### src/rtl/sd_init_ctrl.sv
// rtl/sd_init_ctrl.sv - SPI-mode SD card initialisation sequencer (CMD0..CMD59).
// Optional macro SD_OCR_READ_EN adds the CMD58 OCR read and drives HC from OCR bit 30.
module sd_init_ctrl #(
  parameter int DIV_INIT     = 100,
  parameter int DIV_FAST     = 2,
  parameter int POWERUP_CLKS = 80,
  parameter int RESP_TIMEOUT = 64,
  parameter int CMD_RETRIES  = 4,
  parameter int ACMD41_POLLS = 1024
) (
  input  logic       CLK,
  input  logic       RST,
  input  logic       START,
  input  logic       DO,
  output logic       SCLK,
  output logic       DI,
  output logic       CS,
  output logic       OK,
  output logic       ERR,
  output logic [2:0] ERR_CODE,
  output logic       HC
);

  typedef enum logic [2:0] {IDLE, POWERUP, SEND, WAIT_RESP, RECV, GAP, DONE, FAIL} state_t;

  localparam logic [2:0] STEP_CMD0   = 3'd1;
  localparam logic [2:0] STEP_CMD8   = 3'd2;
  localparam logic [2:0] STEP_CMD55  = 3'd3;
  localparam logic [2:0] STEP_ACMD41 = 3'd4;
  localparam logic [2:0] STEP_CMD58  = 3'd5;
  localparam logic [2:0] STEP_CMD59  = 3'd6;

  localparam logic [15:0] DIV_INIT_LAST = 16'(DIV_INIT - 1);
  localparam logic [15:0] DIV_FAST_LAST = 16'(DIV_FAST - 1);
  localparam logic [15:0] PU_LAST       = 16'(POWERUP_CLKS - 1);
  localparam logic [15:0] TMO_LAST      = 16'(RESP_TIMEOUT - 1);
  localparam logic [15:0] POLL_LAST     = 16'(ACMD41_POLLS - 1);
  localparam logic [7:0]  RETRY_LAST    = 8'(CMD_RETRIES - 1);

  state_t      state, state_n;
  logic [2:0]  step, step_n, next_step, err_code, err_code_n;
  logic [15:0] cnt, cnt_n, poll, poll_n, div_cnt, div_last, rx_last;
  logic [7:0]  retry, retry_n, r1;
  logic [47:0] shift, shift_n;
  logic [39:0] rx, rx_n;
  logic        tmo, tmo_n, do_s, sclk_q;
  logic        running, tick, rise, fall, resp_long, resp_good, resp_busy;

  function automatic logic [47:0] frame_of(input logic [2:0] s);
    case (s)
      STEP_CMD0:   return 48'h40_0000_0000_95;
      STEP_CMD8:   return 48'h48_0000_01AA_87;
      STEP_CMD55:  return 48'h77_0000_0000_65;
      STEP_ACMD41: return 48'h69_4000_0000_77;
      STEP_CMD58:  return 48'h7A_0000_0000_FD;
      STEP_CMD59:  return 48'h7B_0000_0000_91;
      default:     return 48'hFFFF_FFFF_FFFF;
    endcase
  endfunction

  // Every protocol action happens on an SCLK edge event derived from the divider.
  assign running  = (state != IDLE) && (state != FAIL);
  assign div_last = (state == DONE) ? DIV_FAST_LAST : DIV_INIT_LAST;
  assign tick     = running && (div_cnt >= div_last);
  assign rise     = tick && !sclk_q;
  assign fall     = tick && sclk_q;

  assign resp_long = (step == STEP_CMD8) || (step == STEP_CMD58);
  assign rx_last   = resp_long ? 16'd39 : 16'd7;
  assign r1        = resp_long ? rx[39:32] : rx[7:0];

  always_comb begin
    resp_good = 1'b0;
    resp_busy = 1'b0;
    next_step = step;
    case (step)
      STEP_CMD0: begin
        resp_good = (r1 == 8'h01);
        next_step = STEP_CMD8;
      end
      STEP_CMD8: begin
        resp_good = (r1 == 8'h01) && (rx[11:8] == 4'h1) && (rx[7:0] == 8'hAA);
        next_step = STEP_CMD55;
      end
      STEP_CMD55: begin
        resp_good = (r1 == 8'h00) || (r1 == 8'h01);
        next_step = STEP_ACMD41;
      end
      STEP_ACMD41: begin
        resp_good = (r1 == 8'h00);
        resp_busy = (r1 == 8'h01);
`ifdef SD_OCR_READ_EN
        next_step = STEP_CMD58;
`else
        next_step = STEP_CMD59;
`endif
      end
      STEP_CMD58: begin
        resp_good = (r1 == 8'h00);
        next_step = STEP_CMD59;
      end
      STEP_CMD59: resp_good = (r1 == 8'h00);
      default: ;
    endcase
    if (tmo) begin
      resp_good = 1'b0;
      resp_busy = 1'b0;
    end
  end

  always_comb begin
    state_n    = state;
    step_n     = step;
    cnt_n      = cnt;
    retry_n    = retry;
    poll_n     = poll;
    shift_n    = shift;
    rx_n       = rx;
    tmo_n      = tmo;
    err_code_n = err_code;
    case (state)
      IDLE: if (START) begin
        state_n = POWERUP;
        cnt_n   = '0;
      end
      POWERUP: if (fall) begin
        if (cnt == PU_LAST) begin
          state_n = SEND;
          step_n  = STEP_CMD0;
          shift_n = frame_of(STEP_CMD0);
          cnt_n   = '0;
        end else cnt_n = cnt + 16'd1;
      end
      SEND: if (fall) begin
        if (cnt == 16'd47) begin
          state_n = WAIT_RESP;
          cnt_n   = '0;
        end else begin
          shift_n = {shift[46:0], 1'b1};
          cnt_n   = cnt + 16'd1;
        end
      end
      WAIT_RESP: if (fall) begin
        if (!do_s) begin
          state_n = RECV;
          rx_n    = {rx[38:0], 1'b0};
          cnt_n   = 16'd1;
        end else if (cnt == TMO_LAST) begin
          state_n = GAP;
          tmo_n   = 1'b1;
          cnt_n   = '0;
        end else cnt_n = cnt + 16'd1;
      end
      RECV: if (fall) begin
        rx_n = {rx[38:0], do_s};
        if (cnt == rx_last) begin
          state_n = GAP;
          cnt_n   = '0;
        end else cnt_n = cnt + 16'd1;
      end
      GAP: if (fall) begin
        if (cnt != 16'd7) cnt_n = cnt + 16'd1;
        else begin
          cnt_n   = '0;
          tmo_n   = 1'b0;
          state_n = SEND;
          if (resp_good) begin
            retry_n = '0;
            if (step == STEP_ACMD41) poll_n = '0;
            if (step == STEP_CMD59) state_n = DONE;
            else begin
              step_n  = next_step;
              shift_n = frame_of(next_step);
            end
          end else if (resp_busy) begin
            // Busy card: repoll from CMD55; only the poll budget accumulates.
            retry_n = '0;
            if (poll == POLL_LAST) begin
              state_n    = FAIL;
              err_code_n = STEP_ACMD41;
            end else begin
              poll_n  = poll + 16'd1;
              step_n  = STEP_CMD55;
              shift_n = frame_of(STEP_CMD55);
            end
          end else if (retry == RETRY_LAST) begin
            state_n    = FAIL;
            err_code_n = step;
          end else begin
            retry_n = retry + 8'd1;
            shift_n = frame_of(step);
          end
        end
      end
      default: ;
    endcase
  end

  always_ff @(posedge CLK) begin
    if (RST) begin
      state    <= IDLE;
      step     <= '0;
      cnt      <= '0;
      retry    <= '0;
      poll     <= '0;
      shift    <= '1;
      rx       <= '0;
      tmo      <= 1'b0;
      err_code <= '0;
      do_s     <= 1'b1;
      div_cnt  <= '0;
      sclk_q   <= 1'b0;
    end else begin
      state    <= state_n;
      step     <= step_n;
      cnt      <= cnt_n;
      retry    <= retry_n;
      poll     <= poll_n;
      shift    <= shift_n;
      rx       <= rx_n;
      tmo      <= tmo_n;
      err_code <= err_code_n;
      if (rise) do_s <= DO;
      if (!running) begin
        div_cnt <= '0;
        sclk_q  <= 1'b0;
      end else if (tick) begin
        div_cnt <= '0;
        sclk_q  <= ~sclk_q;
      end else div_cnt <= div_cnt + 16'd1;
    end
  end

`ifdef SD_OCR_READ_EN
  logic hc_q;
  always_ff @(posedge CLK) begin
    if (RST) hc_q <= 1'b0;
    else if (state == GAP && fall && cnt == 16'd7 && step == STEP_CMD58 && resp_good)
      hc_q <= rx[30];
  end
  assign HC = hc_q;
`else
  assign HC = 1'b0;
`endif

  assign SCLK     = sclk_q;
  assign CS       = !((state == SEND) || (state == WAIT_RESP) || (state == RECV));
  assign DI       = (state == SEND) ? shift[47] : 1'b1;
  assign OK       = (state == DONE);
  assign ERR      = (state == FAIL);
  assign ERR_CODE = err_code;

endmodule
### config.mk
export PLATFORM = sky130hd
export DESIGN_NAME = sd_init_ctrl
export DESIGN_NICKNAME = d
export VERILOG_FILES = /design/src/rtl/sd_init_ctrl.sv
export SDC_FILE = /design/constraint.sdc
export NUM_CORES = 1
export LEC_CHECK = 0
export CORE_MARGIN = 1
export CORE_UTILIZATION = 35
export CTS_BUF_LIST = sky130_fd_sc_hd__clkbuf_4 sky130_fd_sc_hd__clkbuf_8
export DETAILED_ROUTE_END_ITERATION = 12
export PLACE_DENSITY = 0.61
export SYNTH_ARGS = -nofsm -noshare
export SYNTH_HDL_FRONTEND = slang
export SYNTH_SLANG_ARGS = --single-unit
### constraint.sdc
create_clock -name CLK -period 6.6 [get_ports CLK]
set_clock_uncertainty 0.2 [all_clocks]
set_input_delay 1.32 -clock CLK [delete_from_list [all_inputs] [get_ports CLK]]
set_output_delay 1.32 -clock CLK [all_outputs]
set_load 0.02 [all_outputs]
==> metrics.md, run 1 <==
| Metric | Value |
|---|---|
| Final hold slack | about 0.25 ns |
| Root buffer cell | clkbuf_8 |
| Layout area overhead | 8.54% |
| Post-CTS setup buffer count | 0 |
| Final wirelength | around 17000 um |
| DRC Markers | 0 |
| Area leader, netlist | dfxtp_1 |
| Worst VDD drop | about 120 uV |
| Relative slew margins | 0.244 |
| Layout cells sized above 1 | 0.0736 |
| Sink Count | 155 |
| Worst-Margin Slew | 1.13 ns |
| Antenna Nets Post-Route | 0 |
| Worst min-delay path category | register to register |
| Clk pin slew, worst setup/hold paths | roughly 0.08 ns |
| Vias in the first global route | approximately 5600 |
| Placer's final routability congestion estimate | approximately 0.89 |
| Maximum clock insertion buffer count | 2 |
| Clock latency on the worst-skew pair | about 0.45 ns |
| Synth top area share | 0.415 |
| Design area | 8120 um^2 |
| Crit Path Max Fanout | 16 |
| Max-cap violations | 0 |
| # fillers | about 2100 |
| Multi-input logic area | between 4000 and 5000 um^2 |
| Critical Path Start Type | register |
| GRT overflow | 0 |
| Per-cell routed wire length | between 10 and 15 um |
| YS warnings | 0 |
| Nets@finish | between 900 and 1000 |
| Core ar. | around 21000 um^2 |
| Setup violators final | 0 |
| Sequential Area | just over 3000 um^2 |
| Total Power | around 1.9 mW |
| Tcrit/Tclk final | 0.628 |
| Slew Viols, Final | 0 |
| Antenna violations before repair | 0 |
| RSZ-0062 raised after global routing | false |
| DP HPWL | ~11000 um |
| # diodes | 0 |
| Asr flop ratio synth | 0 |
| Mapped Cells | 918 |
| TritonCTS Buffers | 17 |
| CTS tree | yes |
| F_max | about 240 MHz |
| Initial Util | 0.356 |
| Largest net degree at the start of global routing | between 70 and 80 |
| Overall die width | 148 um |
| Register area share after synthesis | 0.415 |
| Area contributors post-synth | dfxtp_1 41%, a21oi_1 7.0%, nand2_1 6.4% |
| Die H | 148 um |
| Power Density | roughly 230 nW/um^2 |
| Critical path data required time | 5.08 ns |
| Synthesized flop and latch total | ~160 |
| Synth cell types | around 80 |
| Hold Buf Count CTS | 0 |
| Setup Total Neg Slack | 0 ns |
| Resized cells post-CTS | 0 |
| Fin crit period | about 4.1 ns |
| Post-Syn Area | 7480 um^2 |
| Critical Path AT | between 2 and 3 ns |
| Die Area | 22000 um^2 |
| Synth Area per Inst | roughly 8 um^2 |
| H-tree depth | 4 |
| Router iterations before antenna repair | 6 |
| GR Util All Layers | 0.157 |
| Ports | 13 |
| Post-Place Cell Area | approximately 7700 um^2 |
| Critical Path End Type | output port |
| P_leak | approximately 2.6 nW |
| First-pass GRT wire length | between 20000 and 30000 um |
| Setup CP Type | register to output port |
| Initial drt markers | approximately 550 |
| Via Count | between 6000 and 7000 |
| EDFF count, synth | 0 |
| Vias per cell | approximately 5.4 |
| Port bufs | 11 |
| Status | finished clean |
| Hold Fails Final Rpt | 0 |
| Cell Rows | 53 |
| Top FF cell, synth | dfxtp_1 |
layout by cell type, fill, tap and decap left out, types with 7 or more instances in the layout:
cell type	Yosys	layout
a21oi_1	104	103
inv_1	14	14
mux2i_1	30	30
and2_1	7	7
clkbuf_8	0	21
o21ai_0	37	37
xor2_1	9	9
a32oi_1	10	10
nand2_1	127	127
clkdlybuf4s50_1	0	10
and3_1	12	12
nand4_1	12	12
a31oi_1	9	9
o211ai_1	15	15
nor3_1	17	16
conb_1	1	9
dfxtp_1	155	155
nor2_1	92	92
or3_1	14	14
a211oi_1	8	8
or4_1	12	12
xnor2_1	11	11
nand3_1	38	38
nor4_1	7	7
nand2b_1	8	8
Yosys cell counts, types with 9 or more instances:
| cell | count |
|---|---|
| a21oi_1 | 104 |
| a31oi_1 | 9 |
| a32oi_1 | 10 |
| and3_1 | 12 |
| buf_2 | 16 |
| clkbuf_1 | 38 |
| dfxtp_1 | 155 |
| inv_1 | 14 |
| mux2i_1 | 30 |
| nand2_1 | 127 |
| nand3_1 | 38 |
| nand4_1 | 12 |
| nor2_1 | 92 |
| nor3_1 | 17 |
| o211ai_1 | 15 |
| o21ai_0 | 37 |
| or3_1 | 14 |
| or4_1 | 12 |
| xnor2_1 | 11 |
| xor2_1 | 9 |
cells by family (layout without fill, tap and decap cells):
kind of cell	Yosys count	after routing	synth area share
buffers and inverters	80	64	0.0498
adders and majority gates	6	6	0.0100
and+or+nand+nor	381	381	0.253
xor gates and xnor gates	20	20	0.0234
muxes	31	31	0.0416
other	1	9	0.000501
DFF	155	155	0.415
AOI/OAI and AO/OA	244	244	0.207
registers in the layout, indices dropped and copies added (netlist names):
signal    count
state         3
retry         8
SCLK          1
poll         16
div_cnt      16
tmo           1
ERR_CODE      3
step          3
do_s          1
shift        47
cnt          16
rx           40
routing by layer:
metal | track usage | routed length (um) | vias to the layer above
met2 | 0.244 | 7610 | 111
met4 | 0.0485 | 206 | 0
li1 | - | - | 3246
met3 | 0.0371 | 654 | 13
met1 | 0.213 | 8280 | 2970
met5 | 0 | 0 | -
final timing paths:
| path | start | end | slack, ns | cells after the start |
|---|---|---|---|---|
| worst max register to register | step[2] | shift[9] | 2.56 | 7 |
| worst min-delay path | rx[17] | rx[18] | 0.25 | 2 |
| worst min register to register | rx[17] | rx[18] | 0.25 | 2 |
| worst max-delay path | state[2] | CS | 2.46 | 3 |
final cells by class:
class / instances / share of cell area
Clock inverter: 9 / 0.0137
Clock buffer: 23 / 0.0374
Multi-Input combinational cell: 691 / 0.499
Tap cell: 275 / 0.0424
Sequential cell: 155 / 0.382
Timing Repair Buffer: 16 / 0.0179
Inverter: 16 / 0.00739
worst max-delay path, cell delays in order, from the launching register on:
cell             delay [ns]
dfxtp_1                0.66
clkinv_1               0.39
a21boi_0               0.43
clkdlybuf4s50_1        0.68
metrics by stage:
step,util,cells,setup WS [ns]
2_1_floorplan,-,926,3.40
3_3_place_gp,0.367,1153,2.71
3_5_place_dp,0.367,1153,2.62
4_1_cts,0.386,1185,2.51
5_1_grt,0.386,1185,2.19
6_report,0.386,1185,2.46
report_power, final:
group	internal [mW]	total [mW]	switching, mW
logic	0.0461	0.137	0.0908
clock network	0.386	0.746	0.360
registers	0.949	0.969	0.0199
Power figures use the tool's default switching activity.
==> inputs of run 2 (changes only) <==
--- a/config.mk
+++ b/config.mk
@@ -9,7 +9,7 @@
 export CORE_UTILIZATION = 35
 export CTS_BUF_LIST = sky130_fd_sc_hd__clkbuf_4 sky130_fd_sc_hd__clkbuf_8
 export DETAILED_ROUTE_END_ITERATION = 12
-export PLACE_DENSITY = 0.61
+export PLACE_DENSITY = 0.63
 export SYNTH_ARGS = -nofsm -noshare
 export SYNTH_HDL_FRONTEND = slang
 export SYNTH_SLANG_ARGS = --single-unit
==> constraint.sdc (replaced) <==
create_clock -name CLK -period 3.8 [get_ports CLK]
set_clock_uncertainty 0.2 [all_clocks]
set_input_delay 0.76 -clock CLK [delete_from_list [all_inputs] [get_ports CLK]]
set_output_delay 0.76 -clock CLK [all_outputs]
set_load 0.02 [all_outputs]
==> run 2 against run 1 <==
Effect of this change:
- flip-flop and latch count is the same
- design area grew 1.6%
- sequential power grew 72%
- non-clock buffer count grew 21
- die area is the same
- global-route usage grew 0.31 points
- sequential share of layout area shrank 0.61 points
- critical path depth grew 5
- total power grew 71%
- wire length grew 0.68%
==> metrics.md, run 2 (same netlist as run 1, synthesis figures left out) <==
| Metric | Value |
|---|---|
| Sequential Area | between 3000 and 4000 um^2 |
| Port bufs | 11 |
| Worst-Margin Slew | 1.09 ns |
| Crit path buf inv count | 0 |
| Critical Path Start Type | register |
| GRT overflow | 0 |
| Per-cell routed wire length | approximately 14 um |
| Overall die width | about 150 um |
| Nets@finish | around 930 |
| Final wirelength | 16900 um |
| Most frequent cells in the layout | 155 x dfxtp_1, 127 x nand2_1, 103 x a21oi_1, 92 x nor2_1, 38 x nand3_1 |
| Net Sw Power | between 800 and 900 uW |
| Crit Path Max Fanout | 27 |
| Core ar. | roughly 21000 um^2 |
| R2R Setup Slk | just under 0.5 ns |
| Setup violators final | 0 |
| Vias in the first global route | roughly 6000 |
| Slowest Stage Delay on Critical Path | about 0.56 ns |
| Total Power | roughly 3.2 mW |
| Relative slew margins | 0.276 |
| Layout cells sized above 1 | 0.0945 |
| Fin crit period | between 3 and 4 ns |
| CTS tree | yes |
| Antenna Nets Post-Route | 0 |
| Sequential Power Share | 0.527 |
| Largest net degree at the start of global routing | roughly 70 |
| Post-Place Cell Area | roughly 7900 um^2 |
| Hold Fails Final Rpt | 0 |
| Max-cap violations | 0 |
| Power Internal | between 2 and 2.5 mW |
| Resized cells post-CTS | 0 |
| Critical path data required time | 3.97 ns |
| DRC Markers | 0 |
| TritonCTS Buffers | 17 |
| Clock power share | 0.388 |
| Layout area overhead | 10.3% |
| Combinational Power Share | 0.084 |
| Router iterations before antenna repair | 5 |
| Via Count | 6422 |
| Maximum clock insertion buffer count | 2 |
| Status | finished clean |
| Final hold slack | 0.242 ns |
| Critical Path End Type | register |
| First-pass GRT wire length | 28900 um |
| CP max-delay cell | nor2_8 |
| # fillers | 2140 |
| Worst r2r src | cnt[0] |
| Largest Register | shift |
| Crit path max-delay family | simple AND/OR/NAND/NOR gates |
| Antenna violations before repair | 0 |
| RSZ-0062 raised after global routing | false |
| Power Density | between 300 and 400 nW/um^2 |
| Initial Util | 0.356 |
| Hold path start | rx[16] |
| F_max | roughly 300 MHz |
| Commonest non-fill, non-tap cell in the layout | dfxtp_1 |
| Critical R2R Capture | shift[32] |
| Sw frac | 0.272 |
| Design area | a little over 8000 um^2 |
| Die Area | 22000 um^2 |
| Max reg flops | 47 |
| Placer's final routability congestion estimate | 0.818 |
| Vias per cell | approximately 5.3 |
| P_leak | approximately 2.7 nW |
| Setup Total Neg Slack | 0 ns |
| Clock latency on the worst-skew pair | 0.45 ns |
| Hold EP | rx[17] |
| Hold depth | 2 |
| H-tree depth | 4 |
| Initial drt markers | between 500 and 600 |
| # diodes | 0 |
| Worst min-delay path category | register to register |
| Ports | 13 |
| Reg2Reg Depth | 8 |
| Critical Path AT | roughly 3.5 ns |
| GR Util All Layers | 0.160 |
| Cell Rows | 53 |
| Slew Viols, Final | 0 |
| Critical-path cell list | ha_1 > nor3b_1 > nand4_1 > a22oi_1 > o21ai_0 > a311o_1 > nor2_8 > mux2i_1 |
| Hold Buf Count CTS | 0 |
| Worst VDD drop | between 150 and 200 uV |
| Largest registers | shift: 47 flops, rx: 40 flops |
| Tcrit/Tclk final | 0.870 |
| Clk pin slew, worst setup/hold paths | about 0.1 ns |
| Multi-input logic area | about 4100 um^2 |
| DP HPWL | between 10000 and 15000 um |
| Post-CTS setup buffer count | 0 |
| Sink Count | roughly 160 |
| Setup CP Type | register to register |
| Die H | between 100 and 150 um |
| Root buffer cell | clkbuf_8 |
==> run 2: power by group through the flow <==
stage / clock network [mW] / logic, mW / registers, mW
floorplan: 0 / 0.198 / 1.70
global placement: 0 / 0.263 / 1.70
detailed placement: 0 / 0.265 / 1.71
CTS: 1.27 / 0.267 / 1.67
global route: 1.34 / 0.301 / 1.67
finish: 1.23 / 0.267 / 1.67
==> run 2: worst max path at each step <==
stage,from,end,slack [ns],depth (start not counted)
6_report,cnt[0],shift[32],0.50,8
5_1_grt,state[0],cnt[14],0.18,10
4_1_cts,state[0],poll[15],0.51,11
3_5_place_dp,state[0],poll[9],0.54,11
3_3_place_gp,state[0],poll[7],0.65,10
2_1_floorplan,state[2],poll[7],0.73,13
==> run 2: per-stage QoR <==
| step | utilization | setup slack (ns) | cells |
|---|---|---|---|
| final | 0.393 | 0.495 | 1206 |
| after global routing | 0.393 | 0.180 | 1206 |
| after CTS | 0.393 | 0.511 | 1206 |
| after detailed placement | 0.374 | 0.545 | 1174 |
| after global placement | 0.374 | 0.646 | 1174 |
| after floorplan | - | 0.731 | 926 |
==> run 2: layout make-up <==
type / instances / area share
clock buffer: 19 / 0.0309
clock inverter: 13 / 0.0162
inverter: 16 / 0.00728
multi-input combinational: 691 / 0.491
sequential: 155 / 0.376
tap: 275 / 0.0417
timing repair buffer: 37 / 0.0367
==> run 2: worst min-delay path, stage by stage (launching register included) <==
cell	delay, ns
dfxtp_1	0.32
nand2_1	0.05
a21oi_1	0.05
==> run 2: per-layer routing <==
layer / vias up / wire, um / part of all wire / GRT usage
li1: 3290 / - / - / -
met1: 2997 / 8220 / 0.49 / 0.215
met2: 117 / 7780 / 0.46 / 0.252
met3: 18 / 594 / 0.035 / 0.0304
met4: 0 / 271 / 0.016 / 0.0598
met5: - / 0 / 0 / 0
==> variant, RTL diff (config.mk and constraints of run 1) <==
Add a define of `SD_OCR_READ_EN`.
--- a/src/rtl/sd_init_ctrl.sv
+++ b/src/rtl/sd_init_ctrl.sv
@@ -1,5 +1,7 @@
 // rtl/sd_init_ctrl.sv - SPI-mode SD card initialisation sequencer (CMD0..CMD59).
 // Optional macro SD_OCR_READ_EN adds the CMD58 OCR read and drives HC from OCR bit 30.
+`define SD_OCR_READ_EN
+
 module sd_init_ctrl #(
   parameter int DIV_INIT     = 100,
   parameter int DIV_FAST     = 2,
Function: no difference found for any inputs over 4 cycles, from zero or initial values and one cycle with RST high; that may be too few to reach the edited logic, so the function may still have changed.
==> variant against run 1 <==
Via count decreased by 0.39%; sequential share of layout area down 0.088 points; design area is 0.88% higher; synthesized area is 0.85% lower; wire length barely moved; sequential cell count up 1; global-route usage grew 0.11 points; setup slack improved by 77 ps; critical endpoint is now shift[16]$_SDFFE_PP1P_; highest routed layer unchanged.
Power is not compared: it rests on default switching activity, and its combinational part moved more than twofold at a synthesized area within 25%.
==> variant: results (changes against run 1) <==
DETAILED ROUTING
--------------------------------------------------------------------------------------
Starting DRT DRC Count ..................................................          488   -12%
Post-DR wirelength/cell .................................................      14.3 um   +1.2%
Met3 routed WL ..........................................................       723 um   +11%
Total met2 wirelength after detailed routing ............................      7.39 mm   -2.9%
Final wirelength ........................................................      16.8 mm   about the same
Drt pass-1 iters ........................................................            5   -1

PLACED DESIGN
--------------------------------------------------------------------------------------
Detailed placer's ending HPWL ...........................................      10.8 mm   +0.14%
Inst Count DP ...........................................................        1,141   -1.0%
Weighted congestion reported at the end of routability-driven placement .        0.865   -2.9%
Setup slack after placement .............................................      2580 ps   -38.3 ps

SYNTH
--------------------------------------------------------------------------------------
Ranking of synthesized cells by instance count .......................... 156 x sky130_fd_sc_hd__dfxtp_1, 149 x sky130_fd_sc_hd__nand2_1, 95 x sky130_fd_sc_hd__a21oi_1
Portion of the post-synthesis area used by sequential elements ..........        42.1%   +0.63 points
Syn avg cell area .......................................................   8.21 sq um   +0.68%
Synth top area cells .................................................... sky130_fd_sc_hd__dfxtp_1 42%, sky130_fd_sc_hd__nand2_1 7.5%, sky130_fd_sc_hd__a21oi_1 6.4%
Mux cell area share after synthesis .....................................        1.21%   -2.9 points
Share of the synthesized area in compound gates (AO/OA/AOI/OAI) .........        22.4%   +1.7 points

LAYOUT
--------------------------------------------------------------------------------------
Number of nets at the end of the flow ...................................          900   -0.77%

TIMING
--------------------------------------------------------------------------------------
Worst relative slew slack ...............................................        28.2%   +3.8 points

SETUP PATH
--------------------------------------------------------------------------------------
Crit Path Max Fanout ....................................................           24   +8
Crit path arrival time ..................................................      4210 ps   +1590 ps

WORST HOLD PATH
--------------------------------------------------------------------------------------
Endpoint, Worst Hold .................................................... rx[21]$_SDFFE_PP0P_

GRT
--------------------------------------------------------------------------------------
Fraction of met2 tracks used by global routing ..........................        23.7%   -0.71 points
Via count of the first global-routing pass ..............................        5,646   +0.30%
First-pass GRT wire length ..............................................      28.1 mm   +0.67%
Global-route usage over all layers ......................................        15.8%   +0.11 points

STATUS
--------------------------------------------------------------------------------------
Result of the run ....................................................... finished clean

-- variant: layout make-up --
cell class | instances | area (sq um)
multi-input combinational | 675 | 4020
clock buffer | 18 | 241
inverter | 19 | 71.3
timing repair buffer | 21 | 183
clock inverter | 13 | 215
tap | 270 | 338
fill | 2085 | 12300
sequential | 156 | 3120
-- variant: critical path: stages, from the launching register on --
cell and delay, ps:
sky130_fd_sc_hd__dfxtp_1 810, sky130_fd_sc_hd__nor3b_1 460, sky130_fd_sc_hd__o211ai_1 250, sky130_fd_sc_hd__a211o_1 410, sky130_fd_sc_hd__o21bai_1 870, sky130_fd_sc_hd__o32ai_1 290
sky130_fd_sc_hd__o21a_1 320, sky130_fd_sc_hd__o32a_1 350
-- variant: where the power goes --
part	switching, mW	internal [mW]	total (mW)
Sequential	0.0647	1.01	1.07
Clock	0.374	0.456	0.830
Combinational	0.324	0.193	0.517
-- variant: worst max-delay path by stage --
| stage | to | slack, ps | startpoint | cells after the start |
|---|---|---|---|---|
| floorplan | poll[14]$_SDFFE_PP0P_ | 3570 | state[1]$_SDFFE_PP0P_ | 12 |
| global placement | shift[11]$_SDFFE_PP1P_ | 2690 | step[1]$_SDFFE_PP0P_ | 7 |
| detailed placement | shift[9]$_SDFFE_PP1P_ | 2580 | state[0]$_SDFFE_PP0P_ | 11 |
| CTS | shift[16]$_SDFFE_PP1P_ | 2550 | state[0]$_SDFFE_PP0P_ | 11 |
| global route | retry[3]$_SDFFE_PP0P_ | 2220 | state[2]$_SDFFE_PP0P_ | 10 |
| finish | shift[16]$_SDFFE_PP1P_ | 2530 | step[1]$_SDFFE_PP0P_ | 7 |
